===== config.mk =====
export PLATFORM = sky130hd
export DESIGN_NAME = jtag_reg_master_flat
export DESIGN_NICKNAME = d
export VERILOG_FILES = /design/src/rtl/jtag_reg_master_if.sv /design/src/rtl/jtag_reg_master.sv /design/src/flat_wrapper.sv
export SDC_FILE = /design/constraint.sdc
export NUM_CORES = 1
export LEC_CHECK = 0
export BUFFER_PORTS_ARGS = -buffer_cell sky130_fd_sc_hd__buf_2
export CAP_MARGIN = 15
export CORE_MARGIN = 1
export CORE_UTILIZATION = 41
export CTS_BUF_LIST = sky130_fd_sc_hd__clkbuf_8
export CTS_CLUSTER_DIAMETER = 100
export DETAILED_ROUTE_END_ITERATION = 6
export PLACE_DENSITY = 0.58
export SYNTH_ARGS = -nofsm -noshare
export SYNTH_HDL_FRONTEND = slang
export SYNTH_SLANG_ARGS = --single-unit

===== constraint.sdc =====
create_clock -name clk_sys -period 2.08 [get_ports clk_sys]
set_clock_uncertainty 0.05 [all_clocks]
set_input_delay 0.208 -clock clk_sys [delete_from_list [all_inputs] [get_ports clk_sys]]
set_output_delay 0.208 -clock clk_sys [all_outputs]
set_load 0.005 [all_outputs]

===== src/rtl/jtag_reg_master_if.sv =====
// Request/response handshake between a register client and jtag_reg_master.
// The client drives requests (master); jtag_reg_master serves them (slave).
interface jtag_reg_master_if;
  logic        req_valid;
  logic        req_ready;
  logic        req_write;
  logic [7:0]  req_addr;
  logic [31:0] req_wdata;
  logic        rsp_valid;
  logic [31:0] rsp_rdata;
  logic        rsp_err;
  logic        busy;

  modport master (
    output req_valid, req_write, req_addr, req_wdata,
    input  req_ready, rsp_valid, rsp_rdata, rsp_err, busy
  );

  modport slave (
    input  req_valid, req_write, req_addr, req_wdata,
    output req_ready, rsp_valid, rsp_rdata, rsp_err, busy
  );
endinterface


===== src/rtl/jtag_reg_master.sv =====
// On-chip Virtual JTAG initiator: turns register write/read requests into
// IR/CAPTURE/SHIFT/UPDATE/GAP frame sequences toward the register bridge.
//
// state     | meaning
// ----------+---------------------------------------------------------------
// S_IDLE    | waiting for a request, req_ready = 1
// S_IR      | one tck cycle presenting ir_out, no strobes
// S_CAPTURE | one tck cycle with vs_cdr = 1
// S_SHIFT   | DRW tck cycles with vs_sdr = 1, tdi = frame bit bit_cnt
// S_UPDATE  | one tck cycle with vs_udr = 1
// S_GAP     | GAP_TCK idle tck cycles so the bridge CDC can settle
// S_RESP    | one clk_sys cycle rsp_valid pulse; a new request may be taken
module jtag_reg_master #(
  parameter int TCK_DIV = 2,
  parameter int GAP_TCK = 8,
  parameter int DRW     = 40
) (
  input  logic               clk_sys,
  input  logic               rst_sys_n,
  jtag_reg_master_if.slave   bus,
  output logic               tck,
  output logic               tdi,
  output logic [1:0]         ir_out,
  output logic               vs_cdr,
  output logic               vs_sdr,
  output logic               vs_udr,
  input  logic               tdo
);

  localparam int DIVW = (TCK_DIV > 1) ? $clog2(TCK_DIV) : 1;
  localparam int BMAX = (DRW > GAP_TCK) ? DRW : GAP_TCK;
  localparam int BITW = $clog2(BMAX);

  localparam logic [DIVW-1:0] DIV_LAST   = DIVW'(TCK_DIV - 1);
  localparam logic [BITW-1:0] SHIFT_LAST = BITW'(DRW - 1);
  localparam logic [BITW-1:0] GAP_LAST   = BITW'(GAP_TCK - 1);
  localparam logic [1:0]      IR_WRITE   = 2'b01;
  localparam logic [1:0]      IR_READ    = 2'b10;

  typedef enum logic [2:0] {
    S_IDLE, S_IR, S_CAPTURE, S_SHIFT, S_UPDATE, S_GAP, S_RESP
  } state_t;

  state_t          state;
  logic [DIVW-1:0] div_cnt;
  logic [BITW-1:0] bit_cnt;
  logic            frame_idx;
  logic            wr_q;
  logic [7:0]      addr_q;
  logic [31:0]     wdata_q;
  logic [DRW-1:0]  sh_q;
  logic [DRW-1:0]  cap_q;
  logic            req_ready_q;
  logic            busy_q;
  logic            rsp_valid_q;
  logic [31:0]     rsp_rdata_q;
  logic            rsp_err_q;
  logic [DRW-1:0]  frame_word;

  // Reads shift an all-zero payload; the bridge only looks at the address.
  assign frame_word = {(wr_q ? wdata_q : 32'd0), addr_q};

  assign bus.req_ready = req_ready_q;
  assign bus.busy      = busy_q;
  assign bus.rsp_valid = rsp_valid_q;
  assign bus.rsp_rdata = rsp_rdata_q;
  assign bus.rsp_err   = rsp_err_q;

  // Frame sequencer: tck divider, per-tck-cycle state advance and response.
  always_ff @(posedge clk_sys or negedge rst_sys_n) begin
    if (!rst_sys_n) begin
      state       <= S_IDLE;
      div_cnt     <= '0;
      bit_cnt     <= '0;
      frame_idx   <= 1'b0;
      wr_q        <= 1'b0;
      addr_q      <= '0;
      wdata_q     <= '0;
      sh_q        <= '0;
      cap_q       <= '0;
      tck         <= 1'b0;
      tdi         <= 1'b0;
      ir_out      <= 2'b00;
      vs_cdr      <= 1'b0;
      vs_sdr      <= 1'b0;
      vs_udr      <= 1'b0;
      req_ready_q <= 1'b1;
      busy_q      <= 1'b0;
      rsp_valid_q <= 1'b0;
      rsp_rdata_q <= '0;
      rsp_err_q   <= 1'b0;
    end else begin
      rsp_valid_q <= 1'b0;
      case (state)
        S_IDLE, S_RESP: begin
          if (bus.req_valid) begin
            // First low phase of tck starts right on this edge.
            wr_q        <= bus.req_write;
            addr_q      <= bus.req_addr;
            wdata_q     <= bus.req_wdata;
            frame_idx   <= 1'b0;
            ir_out      <= bus.req_write ? IR_WRITE : IR_READ;
            tck         <= 1'b0;
            div_cnt     <= '0;
            busy_q      <= 1'b1;
            req_ready_q <= 1'b0;
            state       <= S_IR;
          end else begin
            state <= S_IDLE;
          end
        end
        default: begin
          if (div_cnt != DIV_LAST) begin
            div_cnt <= div_cnt + 1'b1;
          end else if (!tck) begin
            // Rising tck: tdo still holds the bit the bridge is about to shift.
            div_cnt <= '0;
            tck     <= 1'b1;
            if (state == S_SHIFT && !wr_q && frame_idx)
              cap_q <= {tdo, cap_q[DRW-1:1]};
          end else begin
            // Falling tck: every JTAG-side output changes only here.
            div_cnt <= '0;
            tck     <= 1'b0;
            case (state)
              S_IR: begin
                sh_q   <= frame_word;
                vs_cdr <= 1'b1;
                state  <= S_CAPTURE;
              end
              S_CAPTURE: begin
                vs_cdr  <= 1'b0;
                vs_sdr  <= 1'b1;
                tdi     <= sh_q[0];
                sh_q    <= sh_q >> 1;
                bit_cnt <= '0;
                state   <= S_SHIFT;
              end
              S_SHIFT: begin
                if (bit_cnt == SHIFT_LAST) begin
                  vs_sdr <= 1'b0;
                  tdi    <= 1'b0;
                  vs_udr <= 1'b1;
                  state  <= S_UPDATE;
                end else begin
                  bit_cnt <= bit_cnt + 1'b1;
                  tdi     <= sh_q[0];
                  sh_q    <= sh_q >> 1;
                end
              end
              S_UPDATE: begin
                vs_udr  <= 1'b0;
                bit_cnt <= '0;
                state   <= S_GAP;
              end
              S_GAP: begin
                if (bit_cnt != GAP_LAST) begin
                  bit_cnt <= bit_cnt + 1'b1;
                end else if (!wr_q && !frame_idx) begin
                  // Address now latched in the bridge; second frame reads it.
                  frame_idx <= 1'b1;
                  state     <= S_IR;
                end else begin
                  rsp_valid_q <= 1'b1;
                  req_ready_q <= 1'b1;
                  busy_q      <= 1'b0;
                  ir_out      <= 2'b00;
                  rsp_rdata_q <= wr_q ? 32'd0 : cap_q[DRW-1:8];
                  rsp_err_q   <= wr_q ? 1'b0 : (cap_q[7:0] != addr_q);
                  state       <= S_RESP;
                end
              end
              default: state <= S_IDLE;
            endcase
          end
        end
      endcase
    end
  end

endmodule


===== src/flat_wrapper.sv =====
// flat-port wrapper written by rule: the top's interface ports become plain ports
module jtag_reg_master_flat 
#(
  parameter int TCK_DIV = 2,
  parameter int GAP_TCK = 8,
  parameter int DRW     = 40
)
  (clk_sys, rst_sys_n, tck, tdi, ir_out, vs_cdr, vs_sdr, vs_udr, tdo, bus_req_valid, bus_req_write, bus_req_addr, bus_req_wdata, bus_req_ready, bus_rsp_valid, bus_rsp_rdata, bus_rsp_err, bus_busy);
  jtag_reg_master_if bus_i ();
  input  logic clk_sys;
  input  logic rst_sys_n;
  output logic tck;
  output logic tdi;
  output logic [1:0] ir_out;
  output logic vs_cdr;
  output logic vs_sdr;
  output logic vs_udr;
  input  logic tdo;
  input wire logic [$bits(bus_i.req_valid)-1:0] bus_req_valid;
  input wire logic [$bits(bus_i.req_write)-1:0] bus_req_write;
  input wire logic [$bits(bus_i.req_addr)-1:0] bus_req_addr;
  input wire logic [$bits(bus_i.req_wdata)-1:0] bus_req_wdata;
  output wire logic [$bits(bus_i.req_ready)-1:0] bus_req_ready;
  output wire logic [$bits(bus_i.rsp_valid)-1:0] bus_rsp_valid;
  output wire logic [$bits(bus_i.rsp_rdata)-1:0] bus_rsp_rdata;
  output wire logic [$bits(bus_i.rsp_err)-1:0] bus_rsp_err;
  output wire logic [$bits(bus_i.busy)-1:0] bus_busy;
  assign bus_i.req_valid = bus_req_valid;
  assign bus_i.req_write = bus_req_write;
  assign bus_i.req_addr = bus_req_addr;
  assign bus_i.req_wdata = bus_req_wdata;
  assign bus_req_ready = bus_i.req_ready;
  assign bus_rsp_valid = bus_i.rsp_valid;
  assign bus_rsp_rdata = bus_i.rsp_rdata;
  assign bus_rsp_err = bus_i.rsp_err;
  assign bus_busy = bus_i.busy;
  jtag_reg_master #(.TCK_DIV(TCK_DIV), .GAP_TCK(GAP_TCK), .DRW(DRW)) u_core (.clk_sys(clk_sys), .rst_sys_n(rst_sys_n), .bus(bus_i), .tck(tck), .tdi(tdi), .ir_out(ir_out), .vs_cdr(vs_cdr), .vs_sdr(vs_sdr), .vs_udr(vs_udr), .tdo(tdo));
endmodule

==> summary.md <==
| Metric | Value |
|---|---|
| Worst hold slack | 47.8 ps |
| WHS Endpoint | u_core.tck |
| Initial antenna violation count | 0 |
| Via density | 5.16 |
| Initial DRT Pass Iterations | 5 |
| Critical-path cell list | ha_2, and4bb_1, nand2_1, o21ai_4, buf_4, mux2_1 |
| Critical path's top delay family | flip-flops |
| Mapped cell area | 0.00778 mm2 |
| Layout area overhead | 21.9% |
| Leak Pwr | 0.00494 uW |
| Minimum clock period | 1970 ps |
| GP Congestion | 0.793 |
| Antenna viol nets, final | 0 |
| Peak Freq | 508 MHz |
| Top-level I/O count | 88 |
| Reg-to-reg endpoint | u_core.sh_q[2] |
| Hold Path Depth | 3 |
| WL/cell | 15.4 um |
| Count leader, synth | dfrtp_1 |
| First-pass GRT wire length | 27,600 um |
| Yosys cell types | 54 |
| CP arrival | 2260 ps |
| Slew margin rel. | 0.685 |
| Fillers | 1,649 |
| Buffers on Ports | 87 |
| Max-cap violations | 0 |
| Status | finished, final reports clean |
| Maximum fanout along the worst path | 13 |
| Row count | 50 |
| Final setup margin | 112 ps |
| Crit Reg-Reg Startpoint | u_core.bit_cnt[0] |
| Syn Nets | 735 |
| Pre-CTS setup slack | 86.4 ps |
| HPWL Detailed | 10,500 um |
| Synth warn | 0 |
| Final setup fails | 0 |
| Pin slew with the least headroom to its limit | 470 ps |
| Nets@finish | 864 |
| CP Capture Type | flip-flop |
| Worst Setup Start Kind | flip-flop |
| CP bufs+invs | 1 |
| Clk sinks | 175 |
| Slowest cell delay on critical path | 400 ps |
| Clk Latency, worst-skew pair | 460 ps |
| Area share of the largest cell type after synthesis | 0.559 |
| Setup TNS | 0 ps |
| Share of cells above drive strength 1 | 0.293 |
| RSZ-0062 raised after global routing | false |
| CTS Root Cell | clkbuf_8 |
| Largest net degree at the start of global routing | 62 |
| Total CTS buffers | 17 |
| Syn Inst Count | 688 |
| Die X | 140 um |
| Power Total | 9990 uW |
| Endpoints failing hold | 0 |
| Htree depth | 4 |
| Worst Setup SP | u_core.bit_cnt[0] |
| Initial DRC Count | 242 |
| Worst Setup Path Type | reg2reg |
| Fin crit share | 0.946 |
| Flop2flop setup slack | 110 ps |
| Drt drc | 0 |
| Hold wc startpoint | bus_req_valid |
| Reg2Reg Depth | 6 |
| PwrDens | 1050 mW/mm2 |
| Worst path required time | 2370 ps |
| Sequential cell area fraction in the yosys report | 0.563 |
| Worst hold-check path type | in2reg |
| Slowest cell on crit path | dfrtp_1 |
| Antenna diodes | 0 |
| Initial core utilization | 0.418 |
| Fin. max-slew vios | 0 |
| Via count | 5,490 |
| CTS tree | yes |
| Synth area leaders | dfrtp_1 56%, nand2_1 8.1%, mux2_4 7.5% |
| Top cells by count, synth | 174 x dfrtp_1, 169 x nand2_1, 39 x mux2_4 |
| Mean post-synth cell area | 11.3 um2 |
| Yosys reg bits | 175 |
| Global route overflow | 0 |
| Overall Global Routing Usage | 0.177 |
| Final WL | 16,300 um |
| Max IR drop VDD | 0.000502 V |
| Die Area | 0.0195 mm2 |
| Post-synth top area cell | dfrtp_1 |
| Clk slew on worst S/H paths | 90 ps |
| Post-synth top flop | dfrtp_1 |
| Core Region | 0.0186 mm2 |
| Max Buffers Root-to-Sink | 2 |
| Async SR Flop Fraction | 1.00 |
| Post-synth EDFFs | 0 |
| Vias in the first global route | 5,433 |
| Die H | 140 um |
-- power by group --
group,internal (uW),switching [uW]
Clock,1140,1330
Combinational,1330,1660
Sequential,4090,442
-- logic make-up after synthesis --
group	after synthesis	synth area share
DFF	175	0.563
AOI/OAI and AO/OA	108	0.0937
xor gates and xnor gates	12	0.0135
buffers and inverters	61	0.0387
adders and majority gates	2	0.00321
and+or+nand+nor	239	0.138
muxes	91	0.150
-- layout make-up --
cell class / count / area, um2 / area share
tap: 234 / 293 / 0.0309
multi-input combinational: 452 / 3150 / 0.332
inverter: 9 / 33.8 / 0.00356
clock inverter: 14 / 169 / 0.0178
clock buffer: 18 / 248 / 0.0261
timing repair buffer: 162 / 1220 / 0.128
sequential: 175 / 4380 / 0.462
-- worst register-to-register path: cells and delay by family (launching register included) --
family	cells	cell delay, ps
compound gates	1	220
fa+ha+maj	1	230
buf+inv	1	240
flops	1	400
mux	1	350
simple gates	2	370
-- metrics by stage --
step                area, um2  cells  utilization
finish                   9490   1064        0.509
global route             9490   1064        0.509
CTS                      9450   1063        0.507
detailed placement       8610    988        0.462
global placement         8610    988        0.462
floorplan                7780    688            -
-- timing repair --
action / 4_1_cts / 5_1_grt
endpoints found under the setup margin: 0 / 15
resized for setup: 0 / 4
hold buffers: 43 / 0
setup buffers: 0 / 0
endpoints found under the hold margin: 219 / 0
-- worst max path at each step --
stage,endpoint,slack [ps],cells after the start
floorplan,u_core.sh_q[0],170,6
global placement,u_core.sh_q[12],130,6
detailed placement,u_core.sh_q[2],90,6
CTS,u_core.cap_q[7],70,5
global route,u_core.sh_q[2],4,6
finish,u_core.sh_q[2],110,6
-- placed cells by master, fill, tap and decap left out, drive strengths merged, types with 9 or more instances in the layout --
master	count
a22o	33
buf	118
clkbuf	19
dfrtp	174
dlygate4sd3	43
inv	17
mux2	87
nand2	169
nand4	32
nor2	10
o21ai	49
xnor2	9
-- sequential cells by signal, indices dropped and copies added (netlist names) --
register              cells
u_core.state              3
u_core.bus.rsp_rdata     32
u_core.div_cnt            1
u_core.tck                1
u_core.bit_cnt            6
u_core.bus.rsp_err        1
u_core.tdi                1
u_core.bus.rsp_valid      1
u_core.vs_udr             1
u_core.vs_sdr             1
u_core.addr_q             8
u_core.ir_out             2
u_core.wdata_q           32
u_core.frame_idx          1
u_core.vs_cdr             1
u_core.bus.req_ready      1
u_core.sh_q              40
u_core.wr_q               1
u_core.cap_q             40
u_core.bus.busy           1
-- layer usage --
metal / vias up / share of wire / global-route usage
met5: - / 0 / 0
met4: 0 / 0.0091 / 0.0544
met3: 12 / 0.038 / 0.0382
met2: 117 / 0.48 / 0.286
met1: 2693 / 0.47 / 0.239
li1: 2668 / - / -
(Power assumes the default switching activity.)
